`config.mk`:
```
export PLATFORM = sky130hd
export DESIGN_NAME = serial_add_ctrl
export DESIGN_NICKNAME = d
export VERILOG_FILES = /design/src/rtl/serial_add_ctrl_pkg.sv /design/src/rtl/adder_slice4.sv /design/src/rtl/serial_add_ctrl.sv
export SDC_FILE = /design/constraint.sdc
export NUM_CORES = 1
export LEC_CHECK = 0
export CAP_MARGIN = 20
export CORE_MARGIN = 2
export CORE_UTILIZATION = 55
export CTS_BUF_LIST = sky130_fd_sc_hd__clkbuf_2 sky130_fd_sc_hd__clkbuf_4 sky130_fd_sc_hd__clkbuf_8
export DETAILED_ROUTE_END_ITERATION = 16
export PLACE_DENSITY = 0.93
export SLEW_MARGIN = 30
export SYNTH_ARGS = -nofsm -noshare
export SYNTH_HDL_FRONTEND = slang
export SYNTH_HIERARCHICAL = 1
export SYNTH_SLANG_ARGS = --single-unit
export TNS_END_PERCENT = 1
```
`constraint.sdc`:
```
create_clock -name clk -period 7.88 [get_ports clk]
set_input_delay 1.576 -clock clk [delete_from_list [all_inputs] [get_ports clk]]
set_output_delay 1.576 -clock clk [all_outputs]
set_load 0.01 [all_outputs]
```
`src/rtl/serial_add_ctrl_pkg.sv`:
```
// Shared ALU package for the serial add/subtract controller.
// Provides the controller state enum, the slice width, and the helper that
// sizes the slice index register.
package serial_add_ctrl_pkg;

   localparam int unsigned SLICE_W = 4;

   typedef enum logic [1:0] {
      IDLE = 2'd0,
      RUN  = 2'd1,
      DONE = 2'd2
   } state_e;

   // Slice index width; never narrower than one bit
   function automatic int unsigned idx_width(input int unsigned nslice);
      return (nslice <= 2) ? 1 : $clog2(nslice);
   endfunction

endpackage

```
`src/rtl/adder_slice4.sv`:
```
// Purely combinational 4-bit ripple-carry adder slice.
// Ports: a, b  - 4-bit addends
//        cin   - carry in
//        sum   - 4-bit sum
//        cout  - carry out of bit 3
module adder_slice4 (
   input  logic [3:0] a,
   input  logic [3:0] b,
   input  logic       cin,
   output logic [3:0] sum,
   output logic       cout
);

   logic [4:0] carry_c;

   // Ripple the carry bit by bit
   always_comb begin
      carry_c    = '0;
      sum        = '0;
      carry_c[0] = cin;
      for (int i = 0; i < 4; i++) begin
         sum[i]       = a[i] ^ b[i] ^ carry_c[i];
         carry_c[i+1] = (a[i] & b[i]) | (a[i] & carry_c[i]) | (b[i] & carry_c[i]);
      end
   end

   assign cout = carry_c[4];

endmodule

```
`src/rtl/serial_add_ctrl.sv`:
```
// Multi-cycle add/subtract controller: one 4-bit slice per cycle, LSB nibble
// first, carry held in a register between slices.
// Ports: clk, rst_n                       - clock, async active-low reset
//        req_valid/req_ready              - request handshake
//        req_a, req_b, req_sub            - operands and op select (1 = A-B)
//        flush                            - synchronous abort of RUN/DONE
//        resp_valid/resp_ready            - response handshake
//        resp_sum, resp_cout, resp_ovf, resp_zero - registered result + flags
module serial_add_ctrl
   import serial_add_ctrl_pkg::*;
#(
   parameter int unsigned WIDTH = 32
) (
   input  logic             clk,
   input  logic             rst_n,
   input  logic             req_valid,
   output logic             req_ready,
   input  logic [WIDTH-1:0] req_a,
   input  logic [WIDTH-1:0] req_b,
   input  logic             req_sub,
   input  logic             flush,
   output logic             resp_valid,
   input  logic             resp_ready,
   output logic [WIDTH-1:0] resp_sum,
   output logic             resp_cout,
   output logic             resp_ovf,
   output logic             resp_zero
);

   localparam int unsigned NSLICE = WIDTH / SLICE_W;
   localparam int unsigned IDX_W  = idx_width(NSLICE);
   localparam int unsigned BASE_W = $clog2(WIDTH);
   localparam logic [IDX_W-1:0] LAST_IDX = IDX_W'(NSLICE - 1);

   state_e             state_q;
   logic [WIDTH-1:0]   op_a_q;
   logic [WIDTH-1:0]   op_b_q;
   logic               carry_q;
   logic [IDX_W-1:0]   idx_q;
   logic               req_ready_q;
   logic               resp_valid_q;
   logic [WIDTH-1:0]   resp_sum_q;
   logic               resp_cout_q;
   logic               resp_ovf_q;
   logic               resp_zero_q;

   logic [BASE_W-1:0]  base_c;
   logic [SLICE_W-1:0] slice_a_c;
   logic [SLICE_W-1:0] slice_b_c;
   logic [SLICE_W-1:0] slice_sum_c;
   logic               slice_cout_c;
   logic [WIDTH-1:0]   resp_sum_d;
   logic               last_c;
   logic               ovf_c;

   // Bit offset of the current slice
   assign base_c    = BASE_W'(idx_q) * BASE_W'(SLICE_W);
   assign slice_a_c = op_a_q[base_c +: SLICE_W];
   assign slice_b_c = op_b_q[base_c +: SLICE_W];
   assign last_c    = (idx_q == LAST_IDX);

   adder_slice4 u_slice (
      .a    (slice_a_c),
      .b    (slice_b_c),
      .cin  (carry_q),
      .sum  (slice_sum_c),
      .cout (slice_cout_c)
   );

   // Result with the current slice merged in; used for final-slice flags
   always_comb begin
      resp_sum_d                    = resp_sum_q;
      resp_sum_d[base_c +: SLICE_W] = slice_sum_c;
   end

   // op_b_q already holds ~B for subtract, so one overflow rule covers both ops
   assign ovf_c = (op_a_q[WIDTH-1] == op_b_q[WIDTH-1]) &&
                  (resp_sum_d[WIDTH-1] != op_a_q[WIDTH-1]);

   // Controller FSM with datapath and registered outputs
   always_ff @(posedge clk or negedge rst_n) begin
      if (!rst_n) begin
         state_q      <= IDLE;
         op_a_q       <= '0;
         op_b_q       <= '0;
         carry_q      <= 1'b0;
         idx_q        <= '0;
         req_ready_q  <= 1'b1;
         resp_valid_q <= 1'b0;
         resp_sum_q   <= '0;
         resp_cout_q  <= 1'b0;
         resp_ovf_q   <= 1'b0;
         resp_zero_q  <= 1'b0;
      end else if (flush && (state_q != IDLE)) begin
         // Abort: discard everything and present cleared outputs
         state_q      <= IDLE;
         op_a_q       <= '0;
         op_b_q       <= '0;
         carry_q      <= 1'b0;
         idx_q        <= '0;
         req_ready_q  <= 1'b1;
         resp_valid_q <= 1'b0;
         resp_sum_q   <= '0;
         resp_cout_q  <= 1'b0;
         resp_ovf_q   <= 1'b0;
         resp_zero_q  <= 1'b0;
      end else begin
         case (state_q)
            IDLE: begin
               // flush in IDLE blocks acceptance
               if (req_valid && req_ready_q && !flush) begin
                  state_q     <= RUN;
                  req_ready_q <= 1'b0;
                  op_a_q      <= req_a;
                  op_b_q      <= req_sub ? ~req_b : req_b;
                  carry_q     <= req_sub;
                  idx_q       <= '0;
                  resp_sum_q  <= '0;
                  resp_cout_q <= 1'b0;
                  resp_ovf_q  <= 1'b0;
                  resp_zero_q <= 1'b0;
               end
            end
            RUN: begin
               resp_sum_q <= resp_sum_d;
               carry_q    <= slice_cout_c;
               if (last_c) begin
                  // Index parks at the last slice until DONE is left
                  state_q      <= DONE;
                  resp_valid_q <= 1'b1;
                  resp_cout_q  <= slice_cout_c;
                  resp_ovf_q   <= ovf_c;
                  resp_zero_q  <= (resp_sum_d == '0);
               end else begin
                  idx_q <= idx_q + IDX_W'(1);
               end
            end
            DONE: begin
               if (resp_ready) begin
                  state_q      <= IDLE;
                  resp_valid_q <= 1'b0;
                  req_ready_q  <= 1'b1;
                  idx_q        <= '0;
               end
            end
            default: begin
               state_q     <= IDLE;
               req_ready_q <= 1'b1;
            end
         endcase
      end
   end

   assign req_ready  = req_ready_q;
   assign resp_valid = resp_valid_q;
   assign resp_sum   = resp_sum_q;
   assign resp_cout  = resp_cout_q;
   assign resp_ovf   = resp_ovf_q;
   assign resp_zero  = resp_zero_q;

endmodule

```
# Word level (Yosys, flattened, before mapping)
# Cells that the tools add are included.
classes:
  n_addsub: 2
  eq_ne: 10
  shifts: 4
  muxes: 41
  bitwise: 29
  reduce_logical: 20
ops:
  columns: ["op", "n"]
  rows:
  - ["$mux 32", 9]
  - ["$pmux 32 s2", 1]
  - ["$shiftx 32x6->4", 2]
  - ["$bwmux 32", 1]
  - ["$logic_not 32->1", 1]
  - ["$not 32->32", 1]
  - ["$shift 4x7->32 const A", 1]
  - ["$shiftx 4x7->32", 1]
  - ["$mux 1", 14]
  - ["$and 1x1->1", 12]
  - ["$mux 3", 4]
  - ["$ne 3x3->1 const B", 4]
  - ["$reduce_and 3->1", 4]
  - ["$pmux 1 s2", 5]
  - ["$pmux 3 s3", 1]
  - ["$mux 2", 4]
  - ["$or 1x1->1", 8]
  - ["$xor 1x1->1", 8]
  - ["$neg 5->7", 1]
  - ["$pmux 2 s3", 1]
  - ["$reduce_bool 2->1", 3]
  - ["$reduce_bool 3->1", 2]
  - ["$logic_and 1x1->1", 4]
  - ["$reduce_and 2->1", 2]
  - ["other kinds (12)", 12]
word_totals:
  reg_bits: 107
  in_bits: 70
  wordCells: 117

# Depth between registers and ports, before layout
# Gate-level depths: netlist of run 1.
depth:
  word_depth: 18
  mapped_depth: 19

# By module
# Netlist of run 1, hierarchy kept.
modules_own_cells:
  columns: ["module", "instances", "cells_per_inst", "area_per_inst_um2", "seq_area_each_um2"]
  rows:
  - ["serial_add_ctrl", 1, 474, 5362.6, 2678.8]
  - ["adder_slice4", 1, 14, 117.6, 0.0]

# Worst setup path after synthesis of run 1
# Ideal clock, no wire load.
synth_path:
  path_kind: "reg2reg"
  start: "register idx_q[0]"
  end: "register resp_ovf_q (netlist: resp_ovf)"
  setup_ns: 0.126
  arrival_time_ns: 3.958
  required_ns: 7.754
  slack_ns: 3.796
  path_stages_with_launch: 19
  period_less_slack_ns: 4.084
  cell_sequence: "dfrtp_1 buf_2 buf_2 mux4_2 nand2_1 nand2_1 inv_1 fa_1 inv_1 fa_1 fa_1 inv_1 fa_1 inv_1 clkbuf_1 nand2_1 a21oi_1 mux2i_1 o21ai_0"
synth_via:
  elab_chain_len: 18
  elab_cells_between_ends: 37
  cone_classes: "1 x add/sub; 3 x eq/ne; 4 x shift; 4 x mux; 23 x bitwise; 2 x reduce/logical"
synth_rtl:
  columns: ["element", "line", "source"]
  rows:
  - ["start, declared", "serial_add_ctrl.sv:39", "logic [IDX_W-1:0] idx_q;"]
  - ["start signal, assigned", "serial_add_ctrl.sv:135", "idx_q <= idx_q + IDX_W'(1);"]
  - ["$shiftx 32x6->4 *", "serial_add_ctrl.sv:58", "assign slice_a_c = op_a_q[base_c +: SLICE_W];"]
  - ["net slice_a_c[0]", "serial_add_ctrl.sv:48", "logic [SLICE_W-1:0] slice_a_c;"]
  - ["$and 1x1->1", "adder_slice4.sv:23", "carry_c[i+1] = (a[i] & b[i]) | (a[i] & carry_c[i]) | (b[i] & carry_c[i]);"]
  - ["$or 1x1->1 * (2 in series)", "adder_slice4.sv:23", null]
  - ["$and 1x1->1", "adder_slice4.sv:23", null]
  - ["$or 1x1->1", "adder_slice4.sv:23", null]
  - ["$or 1x1->1 *", "adder_slice4.sv:23", null]
  - ["$and 1x1->1", "adder_slice4.sv:23", null]
  - ["[... 3 more ...]", null, null]
  - ["net slice_sum_c[3]", "serial_add_ctrl.sv:50", "logic [SLICE_W-1:0] slice_sum_c;"]
  - ["$shiftx 4x7->32 *", "serial_add_ctrl.sv:73", "resp_sum_d[base_c +: SLICE_W] = slice_sum_c;"]
  - ["$bwmux 32 *", "serial_add_ctrl.sv:73", null]
  - ["$ne 1x1->1 *", "serial_add_ctrl.sv:78", "(resp_sum_d[WIDTH-1] != op_a_q[WIDTH-1]);"]
  - ["$logic_and 1x1->1 *", "serial_add_ctrl.sv:77", "assign ovf_c = (op_a_q[WIDTH-1] == op_b_q[WIDTH-1]) &&"]
  - ["$mux 1 *", "serial_add_ctrl.sv:127", "if (last_c) begin"]
  - ["$pmux 1 s2 *", "serial_add_ctrl.sv:108", "case (state_q)"]
  - ["$mux 1 *", "serial_add_ctrl.sv:94", "end else if (flush && (state_q != IDLE)) begin"]
  - ["end signal, assigned", "serial_add_ctrl.sv:132", "resp_ovf_q <= ovf_c;"]
  - ["end, declared", "serial_add_ctrl.sv:44", "logic resp_ovf_q;"]
# The timed path passes the listed nets; every way through them passes the cells marked *. The select of a mux whose other input is x is not followed.
# A chain may end at the register's enable or synchronous reset.

# Worst setup path in the final report of run 1
layout_path:
  start: "register idx_q[0]"
  end: "register resp_zero_q (netlist: resp_zero)"
layout_via:
  elab_chain_len: 17
  elab_cells_between_ends: 36
  cone_classes: "1 x add/sub; 2 x eq/ne; 4 x shift; 4 x mux; 23 x bitwise; 2 x reduce/logical"
layout_rtl:
  columns: ["element", "line", "source"]
  rows:
  - ["$shiftx 32x6->4 *", "serial_add_ctrl.sv:58", null]
  - ["net slice_a_c[0]", "serial_add_ctrl.sv:48", null]
  - ["$and 1x1->1", "adder_slice4.sv:23", null]
  - ["$or 1x1->1 * (2 in series)", "adder_slice4.sv:23", null]
  - ["$and 1x1->1", "adder_slice4.sv:23", null]
  - ["$or 1x1->1", "adder_slice4.sv:23", null]
  - ["$or 1x1->1 *", "adder_slice4.sv:23", null]
  - ["$and 1x1->1", "adder_slice4.sv:23", null]
  - ["[... 2 more ...]", null, null]
  - ["$xor 1x1->1 *", "adder_slice4.sv:22", "sum[i] = a[i] ^ b[i] ^ carry_c[i];"]
  - ["net slice_sum_c[3]", "serial_add_ctrl.sv:50", null]
  - ["$shiftx 4x7->32 *", "serial_add_ctrl.sv:73", null]
  - ["$bwmux 32 *", "serial_add_ctrl.sv:73", null]
  - ["$logic_not 32->1 *", "serial_add_ctrl.sv:133", "resp_zero_q <= (resp_sum_d == '0);"]
  - ["$mux 1 *", "serial_add_ctrl.sv:127", null]
  - ["$pmux 1 s2 *", "serial_add_ctrl.sv:108", null]
  - ["$mux 1 *", "serial_add_ctrl.sv:94", null]
  - ["end signal, assigned", "serial_add_ctrl.sv:133", null]
  - ["end, declared", "serial_add_ctrl.sv:45", "logic resp_zero_q;"]
# Marked as above.

==> summary.md, run 1 <==
| Metric | Value |
|---|---|
| Status | finished, final reports clean |
| Final setup vio count | 0 |
| Unique masters post-synth | 52 |
| DR vias | 4370 |
| CP endpoint kind | flip-flop |
| Minimum clock period | about 4.6 ns |
| Max Slew Vio Count | 0 |
| Simple-gate share of the synthesized area | 0.111 |
| Largest net degree at the start of global routing | 66 |
| First-pass GRT wire length | 21.9 mm |
| H-tree depth | 3 |
| Power share of the combinational group | 0.067 |
| Critical Path Source Type | flip-flop |
| Drt wl/cell | 18.6 µm |
| Postcts setup bufs | 0 |
| Post-route insts no fill | 715 |
| Standard-cell rows | 36 |
| Pre-CTS setup slack | 3.36 ns |
| CP cell instances | buf_4 -> mux4_2 -> nand2_1 -> nand2_1 -> inv_1 -> fa_1 -> inv_1 -> fa_1 -> fa_1 -> inv_1 -> fa_1 -> inv_1 -> or3_1 -> o21ai_0 -> and3_1 -> o221a_2 -> nand4_1 -> o31ai_1 |
| Crit-path slowest cell | dfrtp_1 |
| Die width | 104 µm |
| GPL Wtd Cong | 0.885 |
| Sw Ratio | 0.230 |
| WP buf/inv | 5 |
| Max FO, Critical Path | 15 |
| F_max | 220 MHz |
| DRT antenna net count | 0 |
| Hold Violations, Final | 0 |
| Synthesis-stage register bit count | 107 |
| Synth Area in Compound Gates | 0.198 |
| Clk_skew | 0.0136 ns |
| Post-Synthesis Cells | 488 |
| Leakage Power | 3.05 nW |
| Die Y | 104 µm |
| Worst path top cell family by delay | adder cells |
| Fin Hold WS | 0.507 ns |
| Layout net count | 659 |
| TritonCTS sink count | 107 |
| Clock Tree Buf Depth | 2 |
| Largest family of logic cells by synthesized area | compound AO/OA/AOI/OAI gates |
| N_diodes | 0 |
| Skew-Pair Late Insertion Delay | 0.37 ns |
| Yosys warning count | 6 |
| Critical path class | reg2reg |
| DRT iter0 DRCs | 266 |
| Commonest non-fill, non-tap cell in the layout | dfrtp_1 |
| Adder-cell share of the synthesized area | 0.0329 |
| Layout area overhead | 24.6% |
| Maximum vdd drop | 0.0000894 V |
| IO buf count | between 100 and 150 |
| Worst path required time | 8.15 ns |
| Routed WL | between 10 and 15 mm |
| Share of cells above drive strength 1 | 0.0842 |
| Sequential share of power | 0.567 |
| Post-Syn Area per Cell | 11.2 µm² |
| Post-Syn Area | 5480 µm² |
| RSZ-0062 raised after global routing | no |
| Number of flops mapped to enable cells by yosys | 0 |
| CORE AREA | 9730 µm² |
| Post-CTS Resized | 0 |
| Final TNS setup | 0 ns |
| Tcrit/Tclk final | 0.578 |
| Register area share after synthesis | 0.489 |
| Async SR Flop Fraction | 1.00 |
| Reg clk slew, reported paths | 0.10 ns |
| DRC | 0 |
| CP peak stage delay | 0.65 ns |
| Hold_buf cts | 0 |
| Slew headroom | 0.436 |
| Finished Core Util | 0.702 |
| Commonest non-fill, non-tap cells in the layout | dfrtp_1, clkdlybuf4s50_1, a22o_1 |
| Dominant synthesized flop cell | dfrtp_1 |
| Io pins | 107 |
| Mux contribution to synthesized area | 0.0824 |
| Worst Tran Pin Value | 0.845 ns |
| Starting density of the core | 0.563 |
| Vias per cell | 6.11 |
| Number of global-route vias before repair | 4318 |
| Sw power | approximately 0.22 mW |
| Root Driver | clkbuf_8 |
| Clock network power share | 0.366 |
| Initial antenna violation count | 0 |
| Post-synthesis xor/xnor area fraction | 0.0511 |
| Crit path DAT | 4.82 ns |
| CTS tree | done |
| Fillcell total | 697 |
| Worst setup margin | 3.32 ns |
| Syn_nets | 570 |
| CTS buffer count | 9 |
| Max Cap Viol | 0 |
| Placed Cells | 699 |
| Die Area | 10800 µm² |
| DRT Pass-1 Iters | 5 |
| Internal | approximately 0.75 mW |
| Power density over the cells | roughly 140 nW/µm² |
| Post-DP HPWL | 9.57 mm |
| Grt total ovfl | 0 |
| Hold Path Class | reg2reg |
| Overall Global Routing Usage | 0.254 |
-- metal layers --
metal | vias to the layer above | GRT usage | part of all wire
met3 | 25 | 0.0315 | 0.059
met2 | 198 | 0.417 | 0.49
met1 | 2176 | 0.351 | 0.43
met4 | 0 | 0.0888 | 0.020
met5 | - | 0 | 0
li1 | 1971 | - | -
-- logic make-up after synthesis --
family                     count (synthesis)
AOI/OAI and AO/OA                        139
and+or+nand+nor                          125
DFF                                      107
buffers and inverters                     48
xor gates and xnor gates                  32
muxes                                     25
adders and majority gates                 12
-- layout make-up --
cell class	instances	area [µm²]	area share
flip-flops and latches	107	2680	0.392
multi-input cells	333	2630	0.385
repair buffers	111	1090	0.160
well taps	133	166	0.0244
clock buffers	10	138	0.0202
clock inverters	6	71.3	0.0104
inverters	15	56.3	0.00825
-- worst paths after layout --
kind	depth (start not counted)	end	slack (ns)	start
max	18	resp_zero	3.32	idx_q[0]
min in group asynchronous	1	resp_sum[4]	1.18	rst_n
max in group asynchronous	2	op_b_q[9]	5.53	rst_n
min reg2reg	2	resp_zero	0.51	resp_zero
max reg2reg	18	resp_zero	3.32	idx_q[0]
min	2	resp_zero	0.51	resp_zero
-- power by group through the flow --
stage | registers [mW] | logic [mW] | clock network (mW)
detailed placement | 0.559 | 0.0661 | 0
CTS | 0.549 | 0.0662 | 0.359
global route | 0.549 | 0.0713 | 0.381
global placement | 0.559 | 0.0643 | 0
finish | 0.549 | 0.0650 | 0.354
floorplan | 0.560 | 0.0156 | 0
-- synthesized netlist by cell type, types with 3 or more instances --
master,n,share of area
or3_1,4,0.0046
mux2i_1,8,0.015
nor2_1,21,0.014
clkbuf_1,23,0.016
fa_1,4,0.015
xor2_1,32,0.051
mux4_2,16,0.066
o21ai_0,23,0.021
a32o_1,6,0.011
nor3_1,4,0.0037
o21ai_1,4,0.0037
and3_1,4,0.0046
nor2b_1,3,0.0034
buf_2,5,0.0046
buf_1,4,0.0027
dfrtp_1,106,0.48
and2_1,6,0.0069
inv_1,14,0.0096
a22o_1,84,0.13
nand2b_1,4,0.0046
nand2_1,61,0.042
a21oi_1,9,0.0082
ha_1,8,0.018
-- state kept, by name (all words and copies together), names as in the netlist, 2 cells and up --
name and cells:
op_b_q 32, state_q 2, idx_q 3, op_a_q 32
resp_sum 32
-- worst reg2reg max path: cells and delay by family, from the launching register on --
kind / cells / cell delay, ns
adder cells (fa/ha/maj): 4 / 1.34
buffers and inverters: 5 / 0.90
flip-flops: 1 / 0.65
AND/OR/NAND/NOR: 5 / 0.64
multiplexers: 1 / 0.55
AO/OA/AOI/OAI: 3 / 0.36
-- through the flow --
stage	cell area, µm²	power, mW
after floorplan	5480	0.575
after global placement	6620	0.624
after detailed placement	6620	0.626
after CTS	6830	0.974
after global routing	6830	1.00
final	6830	0.967
Note: power is estimated with default switching activity, not from simulation.
==> run 2, diff against run 1 <==
--- a/config.mk
+++ b/config.mk
@@ -7,10 +7,10 @@
 export LEC_CHECK = 0
 export CAP_MARGIN = 20
 export CORE_MARGIN = 2
-export CORE_UTILIZATION = 55
+export CORE_UTILIZATION = 49
 export CTS_BUF_LIST = sky130_fd_sc_hd__clkbuf_2 sky130_fd_sc_hd__clkbuf_4 sky130_fd_sc_hd__clkbuf_8
 export DETAILED_ROUTE_END_ITERATION = 16
-export PLACE_DENSITY = 0.93
+export PLACE_DENSITY = 0.88
 export SLEW_MARGIN = 30
 export SYNTH_ARGS = -nofsm -noshare
 export SYNTH_HDL_FRONTEND = slang
==> constraint.sdc (replaced) <==
create_clock -name clk -period 4.05 [get_ports clk]
set_input_delay 0.81 -clock clk [delete_from_list [all_inputs] [get_ports clk]]
set_output_delay 0.81 -clock clk [all_outputs]
set_load 0.01 [all_outputs]
==> summary.md, run 2 (synthesis results as in run 1) <==
| Metric | Value |
|---|---|
| Minimum clock period | 3.78 ns (-0.775 ns) |
| Finished Cell Area | 6930 µm² (+1.5%) |
| Worst setup margin | 0.269 ns (-3.06 ns) |
| Skew-Pair Late Insertion Delay | 0.37 ns (about the same) |
| Drt wl/cell | 17.9 µm (-3.7%) |
| Final TNS setup | 0 ns (unchanged) |
| Die width | 110 µm (+5.7%) |
| DRC | 0 (unchanged) |
| First-pass GRT wire length | 21.7 mm (-1.2%) |
| Grt total ovfl | 0 (unchanged) |
| Initial antenna violation count | 0 (unchanged) |
| Standard-cell rows | 38 (+5.6%) |
| Root Driver | clkbuf_8 |
| Worst path required time | 4.34 ns (-3.81 ns) |
| DRT antenna net count | 0 (unchanged) |
| Reg-to-reg critical path startpoint | idx_q[0] |
| Largest net degree at the start of global routing | 65 (-1.5%) |
| Vias per cell | 5.96 (-2.5%) |
| Post-route insts no fill | 729 (+2.0%) |
| Worst Tran Pin Value | 0.863 ns (+0.0176 ns) |
| Reg2reg path depth | 17 (-1) |
| CTS tree | done |
| TritonCTS sink count | 107 (unchanged) |
| Fillcell total | 833 (+20%) |
| Hold Path Class | in2async |
| Hold Violations, Final | 0 (unchanged) |
| DRT iter0 DRCs | 261 (-1.9%) |
| Critical Path Source Type | flip-flop |
| IO buf count | 106 (unchanged) |
| Slew headroom | 0.423 (-0.0129) |
| N_diodes | 0 (unchanged) |
| DR vias | 4342 (-0.64%) |
| Layout net count | 666 (+1.1%) |
| Maximum vdd drop | 0.000169 V (+89%) |
| Placed Cells | 712 (+1.9%) |
| Overall Global Routing Usage | 0.234 (-0.0200) |
| Power density over the cells | 277 nW/µm² (+96%) |
| CTS buffer count | 9 (unchanged) |
| Hold_buf cts | 0 (unchanged) |
| Critical Path End | resp_zero |
| Commonest non-fill, non-tap cells in the layout | dfrtp_1, clkdlybuf4s50_1, a22o_1 |
| Layout area overhead | 26.5% |
| Die Y | 110 µm (+5.7%) |
| Final setup vio count | 0 (unchanged) |
| DRT Pass-1 Iters | 5 (unchanged) |
| GPL Wtd Cong | 0.959 (+8.4%) |
| Die Area | 12000 µm² (+12%) |
| Clock Tree Buf Depth | 2 (unchanged) |
| Status | finished, final reports clean |
| Leakage Power | 3.09 nW (+1.6%) |
| Max FO, Critical Path | 12 (-3) |
| Io pins | 107 (unchanged) |
| Reg clk slew, reported paths | 0.10 ns (about the same) |
| RSZ-0062 raised after global routing | no |
| Number of global-route vias before repair | 4332 (+0.32%) |
| DP Area | 6690 µm² (+1.0%) |
| Routed WL | 13.1 mm (-1.8%) |
| Critical path class | reg2reg |
| CORE AREA | 10900 µm² (+12%) |
| Tcrit/Tclk final | 0.933 (+0.355) |
| CP endpoint kind | flip-flop |
| Reg2Reg Capture Point | resp_zero |
| H-tree depth | 3 (unchanged) |
| Slack of the worst reg-to-reg path | 0.27 ns (-3.06 ns) |
| F_max | 265 MHz (+20%) |
| Crit path DAT | 4.07 ns (-0.75 ns) |
| Post-DP HPWL | 9.65 mm (+0.82%) |
| Max Slew Vio Count | 0 (unchanged) |
| Crit path from | idx_q[0] |
| Pre-CTS setup slack | 0.144 ns (-3.21 ns) |
| Max Cap Viol | 0 (unchanged) |
| Share of cells above drive strength 1 | 0.0985 (+0.0143) |
| Clk_skew | 0.0135 ns (-0.0000383 ns) |
| Starting density of the core | 0.503 (-0.0599) |
## run 2: metal layers
| metal | share of wire | track usage | vias to the layer above |
|---|---|---|---|
| met5 | 0 | 0 | - |
| met4 | 0.017 | 0.0696 | 0 |
| met3 | 0.062 | 0.0409 | 26 |
| met2 | 0.50 | 0.384 | 188 |
| met1 | 0.42 | 0.319 | 2148 |
| li1 | - | - | 1980 |
## run 2: worst max-delay path, stage by stage, from the launching register on
cell	delay, ns
dfrtp_2	0.43
buf_12	0.17
mux4_2	0.49
nand2_1	0.07
nand2_1	0.06
inv_1	0.07
fa_1	0.16
inv_1	0.05
fa_1	0.38
fa_1	0.38
inv_1	0.08
fa_1	0.15
inv_1	0.04
buf_4	0.17
o311ai_1	0.24
o21ai_0	0.12
or3_1	0.37
o31ai_1	0.24
## run 2: final cells by class
type | count | area (µm²) | share of cell area
Clock buffer | 11 | 139 | 0.0200
Clock inverter | 5 | 86.3 | 0.0125
Inverter | 15 | 56.3 | 0.00812
Multi-Input combinational cell | 333 | 2630 | 0.379
Sequential cell | 107 | 2680 | 0.387
Tap cell | 140 | 175 | 0.0253
Timing Repair Buffer | 118 | 1170 | 0.169
## run 2: per-stage QoR
stage	total power, mW	hold slack [ns]	utilization
2_1_floorplan	1.12	0.461	-
3_3_place_gp	1.22	0.478	0.614
3_5_place_dp	1.22	0.484	0.614
4_1_cts	1.93	0.510	0.635
5_1_grt	1.99	0.533	0.637
6_report	1.92	0.489	0.637
## run 2: repair_timing
| item | 4_1_cts | 5_1_grt |
|---|---|---|
| setup buffers | 0 | 1 |
| gates resized for setup | 0 | 4 |
| endpoints found under the hold margin | 0 | 0 |
| endpoints found under the setup margin | 0 | 2 |
## run 2: worst min path at each step
stage	from	to	cells past startpoint
floorplan	op_a_q[10]	op_a_q[10]	1
global placement	op_a_q[3]	op_a_q[3]	1
detailed placement	op_a_q[23]	op_a_q[23]	1
CTS	rst_n	resp_sum[7]	1
global route	op_a_q[9]	op_a_q[9]	1
finish	rst_n	resp_sum[4]	1
## run 2: power by group
group	leakage (nW)	switching [mW]	internal (mW)	total, mW
combinational	1.50	0.0551	0.0733	0.128
sequential	1.49	0	1.07	1.07
clock	0.109	0.360	0.367	0.726
==> variant 1, RTL diff (config.mk and constraints of run 2) <==
Make the reset (`rst_n`) synchronous in one clocked block. Comments in the files are not updated.
--- a/src/rtl/serial_add_ctrl.sv
+++ b/src/rtl/serial_add_ctrl.sv
@@ -79,5 +79,5 @@
 
    // Controller FSM with datapath and registered outputs
-   always_ff @(posedge clk or negedge rst_n) begin
+   always_ff @(posedge clk) begin
       if (!rst_n) begin
          state_q      <= IDLE;
Formal check against the unedited RTL: differs if rst_n is asserted again (counterexample within 4 cycles, from zero or initial values and one cycle with rst_n low); with rst_n held inactive, the same outputs for 10 cycles.
==> variant 1 against run 2 <==
  * Routed wire length decreased by 3.4%
  * Area after synthesis down 6.4%
  * Non-clock buffer count fell by 1
  * Worst hold slack got worse by 0.028 ns
  * Worst setup slack better by 0.10 ns
  * Global-route usage fell by 0.60 points
  * Critical path depth is the same
  * Sequential cell count is the same
  * Synthesized cell count increased by 22%
  * Sequential share of layout area decreased by 5.5 points
  * Cell area down 6.8%
  * Critical path type unchanged
  * Highest routed layer unchanged
Power is not compared: it rests on default switching activity, and its combinational part moved more than twofold at a synthesized area within 25%.
==> variant 1: results (changes against run 2) <==
* Status: finished, final reports clean
* Worst slew pin tran at 0.889 ns (+0.0256 ns)
* Final Skew at 0.0169 ns (+0.00334 ns)
* Num Clock Sinks at 107 (unchanged)
* Final clock-cell share at 0.0296 (-0.00287)
* Antenna violations before repair at 0 (unchanged)
* RD Place Congestion at 0.865 (-9.8%)
* Hold Startpoint: op_a_q[10]
* Fin cells at 821 (+13%)
* Net Count, Synth at 676 (+19%)
* Signal buf overhead at 0.178 (+0.00953)
* WL met2 at 6.26 mm (-3.5%)
* Fin crit share at 0.909 (-0.0248)
* Layout Nets at 759 (+14%)
* Seq/Total Area, Yosys at 0.417 (-0.0714)
* CP max stage delay at 0.52 ns (+0.03 ns)
* Met3 Wirelength at 700 µm (-14%)
* Buffers, non-clock at 117 (-0.85%)
* Reg-to-reg endpoint: resp_zero
* Seq area share at 0.331 (-0.0554)
* #MultiIn Comb at 430 (+29%)
* Hold Crit Depth at 2
* Met3 Track Usage GR at 0.0331 (-0.00779)
* Fillers at 833 (unchanged)
* Syn avg cell area at 8.59 µm² (-23%)
* Multi-input combinational area share at 0.426 (+0.0470)
* Total wire length at 12.6 mm (-3.4%)
* Register-to-Register Path Depth at 17 (unchanged)
* Layout cells sized above 1 at 0.0832 (-0.0153)
* Grt met2 use at 0.391 (+0.00789)
* HPWL after DPL at 9.23 mm (-4.3%)
* DR vias at 4579 (+5.5%)
* Largest net degree at the start of global routing at 103 (+58%)
* Initial DRC count at 224 (-14%)
* WP data arrival at 4.00 ns (-0.07 ns)
* Fin util at 0.632 (-0.00498)
* First-pass GRT wire length at 20.8 mm (-4.0%)
* Multi-input logic area at 2750 µm² (+4.8%)
* Critical path's slowest cell: mux4_2
* Largest cells by area after synthesis: dfxtp_1 42%, nand2_1 7.5%, mux4_2 7.0%, nor2_1 6.4%, xnor2_1 5.6%
* Place WS at 0.304 ns (+0.160 ns)
* Vias in the first global route at 4398 (+1.5%)
* Post-Place Cells at 805 (+13%)
* Wire length on met1 at 5.36 mm (-3.0%)
* Synth cell types at 53 (+1.9%)
* Worst-path maximum fanout at 9 (-3)
* Placed Area at 6260 µm² (-6.3%)
* Ys async rst share at 0 (-1.00)
* Crit path launch: idx_q[0]
* GRT Total Usage at 0.228 (-0.00597)
* Worst hold path class: flip-flop to flip-flop
[variant 1: changes by cell type after synthesis, sizes merged, moves of 33 or more]
cell and change:
dfrtp -106, a21oi +34, xnor2 +33, nand2 +41, dfxtp +107, a22o -84, nor2 +66
[variant 1: stage by stage]
step / power (mW) / hold WS [ns]
5_1_grt: 2.28 / 0.483
3_5_place_dp: 1.57 / 0.447
4_1_cts: 2.18 / 0.463
2_1_floorplan: 1.42 / 0.433
6_report: 2.18 / 0.461
3_3_place_gp: 1.56 / 0.442
[variant 1: kinds of logic after synthesis]
logic type | synth area share
compound gates | 0.163
xor+xnor | 0.0563
fa+ha+maj | 0.0278
buf+inv | 0.0507
flops | 0.417
mux | 0.0783
simple gates | 0.206
[variant 1: worst min-delay path, cell delays in order (launching register included)]
cell and delay [ns]:
dfxtp_1 0.32, nand2_1 0.05, a21oi_1 0.05
[variant 1: power breakdown]
part           switching (mW)  internal, mW
Combinational           0.228         0.189
Sequential             0.0337          1.10
Clock                   0.388         0.239
==> variant 2, RTL diff (flow settings as in run 2) <==
Made on the original files. Set the parameter `WIDTH` to 64 (it was 32).
--- a/src/rtl/serial_add_ctrl.sv
+++ b/src/rtl/serial_add_ctrl.sv
@@ -10,5 +10,5 @@
    import serial_add_ctrl_pkg::*;
 #(
-   parameter int unsigned WIDTH = 32
+   parameter int unsigned WIDTH = 64
 ) (
    input  logic             clk,
Ports: changed (resized req_a, req_b and resp_sum); port bits go from 107 to 203. The function was not compared with the original's and may differ.
==> variant 2 against run 2 <==
  * The run now ends with negative setup slack left
  * Sequential cell count increased by 97
  * Count of clock-buffer cells in the layout is 38 higher
  * Total power increased to 2.8 times the old value
  * Critical path depth is 2 lower
  * Sequential power up 110%
  * Combinational power grew to 8.6 times the old value
  * Final cell count increased by 120%
  * Routed wire length is 140% higher
  * Cell area grew 100%
  * Global-route usage up 4.5 points
  * Worst setup slack got worse by 0.39 ns
  * Area after synthesis increased by 93%
  * Clock skew is 0.0035 ns higher
  * Critical endpoint unchanged
==> variant 2: results (changes against run 2) <==
* Kind of cell adding the most delay to the critical path: multiplexers
* GRT met1 Usage at 0.369 (+0.0496)
* Initial DRC count at 854 (+230%)
* DR WL/cell at 19.4 µm (+8.5%)
* # setup viols final at 2 (+2)
* Depth of the CTS H-tree at 1 (-2)
* Synth cell types at 61 (+17%)
* Vias/cell at 5.90 (-0.99%)
* Commonest cells in the netlist: 222 x nand2_1, 203 x dfrtp_1, 120 x nand3_1
* Net Count, Synth at 1269 (+120%)
* Pleak at 5.95 nW (+92%)
* Status: finished, violations left
* Worst-path maximum fanout at 9 (-3)
* # clk buffers at 49 (+38)
* Post-route setup slack at -0.116 ns (-0.385 ns)
* WP data arrival at 4.66 ns (+0.59 ns)
* Peak VDD IR at 0.232 mV (+38%)
* Buffers, non-clock at 257 (+120%)
* Violated checks: negative setup slack
* HPWL after DPL at 22.8 mm (+140%)
* Final Skew at 0.0171 ns (+0.00354 ns)
* Register-to-Register Path Depth at 15 (-2)
* #MultiIn Comb at 821 (+150%)
* Place WS at -0.254 ns (-0.397 ns)
* Register clock-pin slew on the reported worst setup and hold paths at 0.07 ns (-0.03 ns)
* WL met2 at 15.2 mm (+130%)
* Seq/Total Area, Yosys at 0.483 (-0.00580)
* Grt met2 use at 0.465 (+0.0816)
* Compound-Gate Fraction of Synth Area at 0.136 (-0.0623)
* Total CTS buffers at 31 (+22)
* Signal buf overhead at 0.180 (+0.0116)
* Setup_tns at -0.217 ns (-0.217 ns)
* GRT Total Usage at 0.279 (+0.0453)
* PortBufs at 202 (+91%)
* Layout Nets at 1476 (+120%)
* Largest net degree at the start of global routing at 108 (+66%)
* Met3 Track Usage GR at 0.0419 (+0.000966)
* Largest cells by area after synthesis: dfrtp_1 48%, nand2_1 7.9%, nand3_1 5.7%, o21ai_0 5.6%, xnor2_1 5.5%
* Adder-cell area share of the yosys netlist at 0.0135 (-0.0194)
* Hold WS at 0.288 ns (-0.201 ns)
* Layout cells sized above 1 at 0.122 (+0.0231)
* Vias in the first global route at 9511 (+120%)
* Sequential cell count at 204 (+91%)
* RD Place Congestion at 0.968 (+0.95%)
## variant 2: what timing repair did
item	in CTS	in global routing
buffers inserted	2	0
gates resized for setup	12	9
pin swaps	1	7
endpoints found under the setup margin	2	9
## variant 2: how the worst max path moves through the flow
stage / end / slack, ns
after floorplan: resp_zero / -0.07
after global placement: resp_zero / -0.16
after detailed placement: resp_zero / -0.25
after CTS: resp_zero / -0.11
after global routing: resp_zero / -0.28
final: resp_zero / -0.12
## variant 2: report_power, final
part | switching, mW | internal, mW | total [mW]
sequential | 0.0977 | 2.17 | 2.27
clock | 0.835 | 1.13 | 1.97
combinational | 0.589 | 0.515 | 1.10
## variant 2: metrics by stage
step | power [mW] | std cells | area, µm²
2_1_floorplan | 2.87 | 1126 | 10600
3_3_place_gp | 3.32 | 1573 | 13100
3_5_place_dp | 3.36 | 1573 | 13100
4_1_cts | 5.34 | 1632 | 13900
5_1_grt | 5.54 | 1632 | 13900
6_report | 5.34 | 1632 | 13900
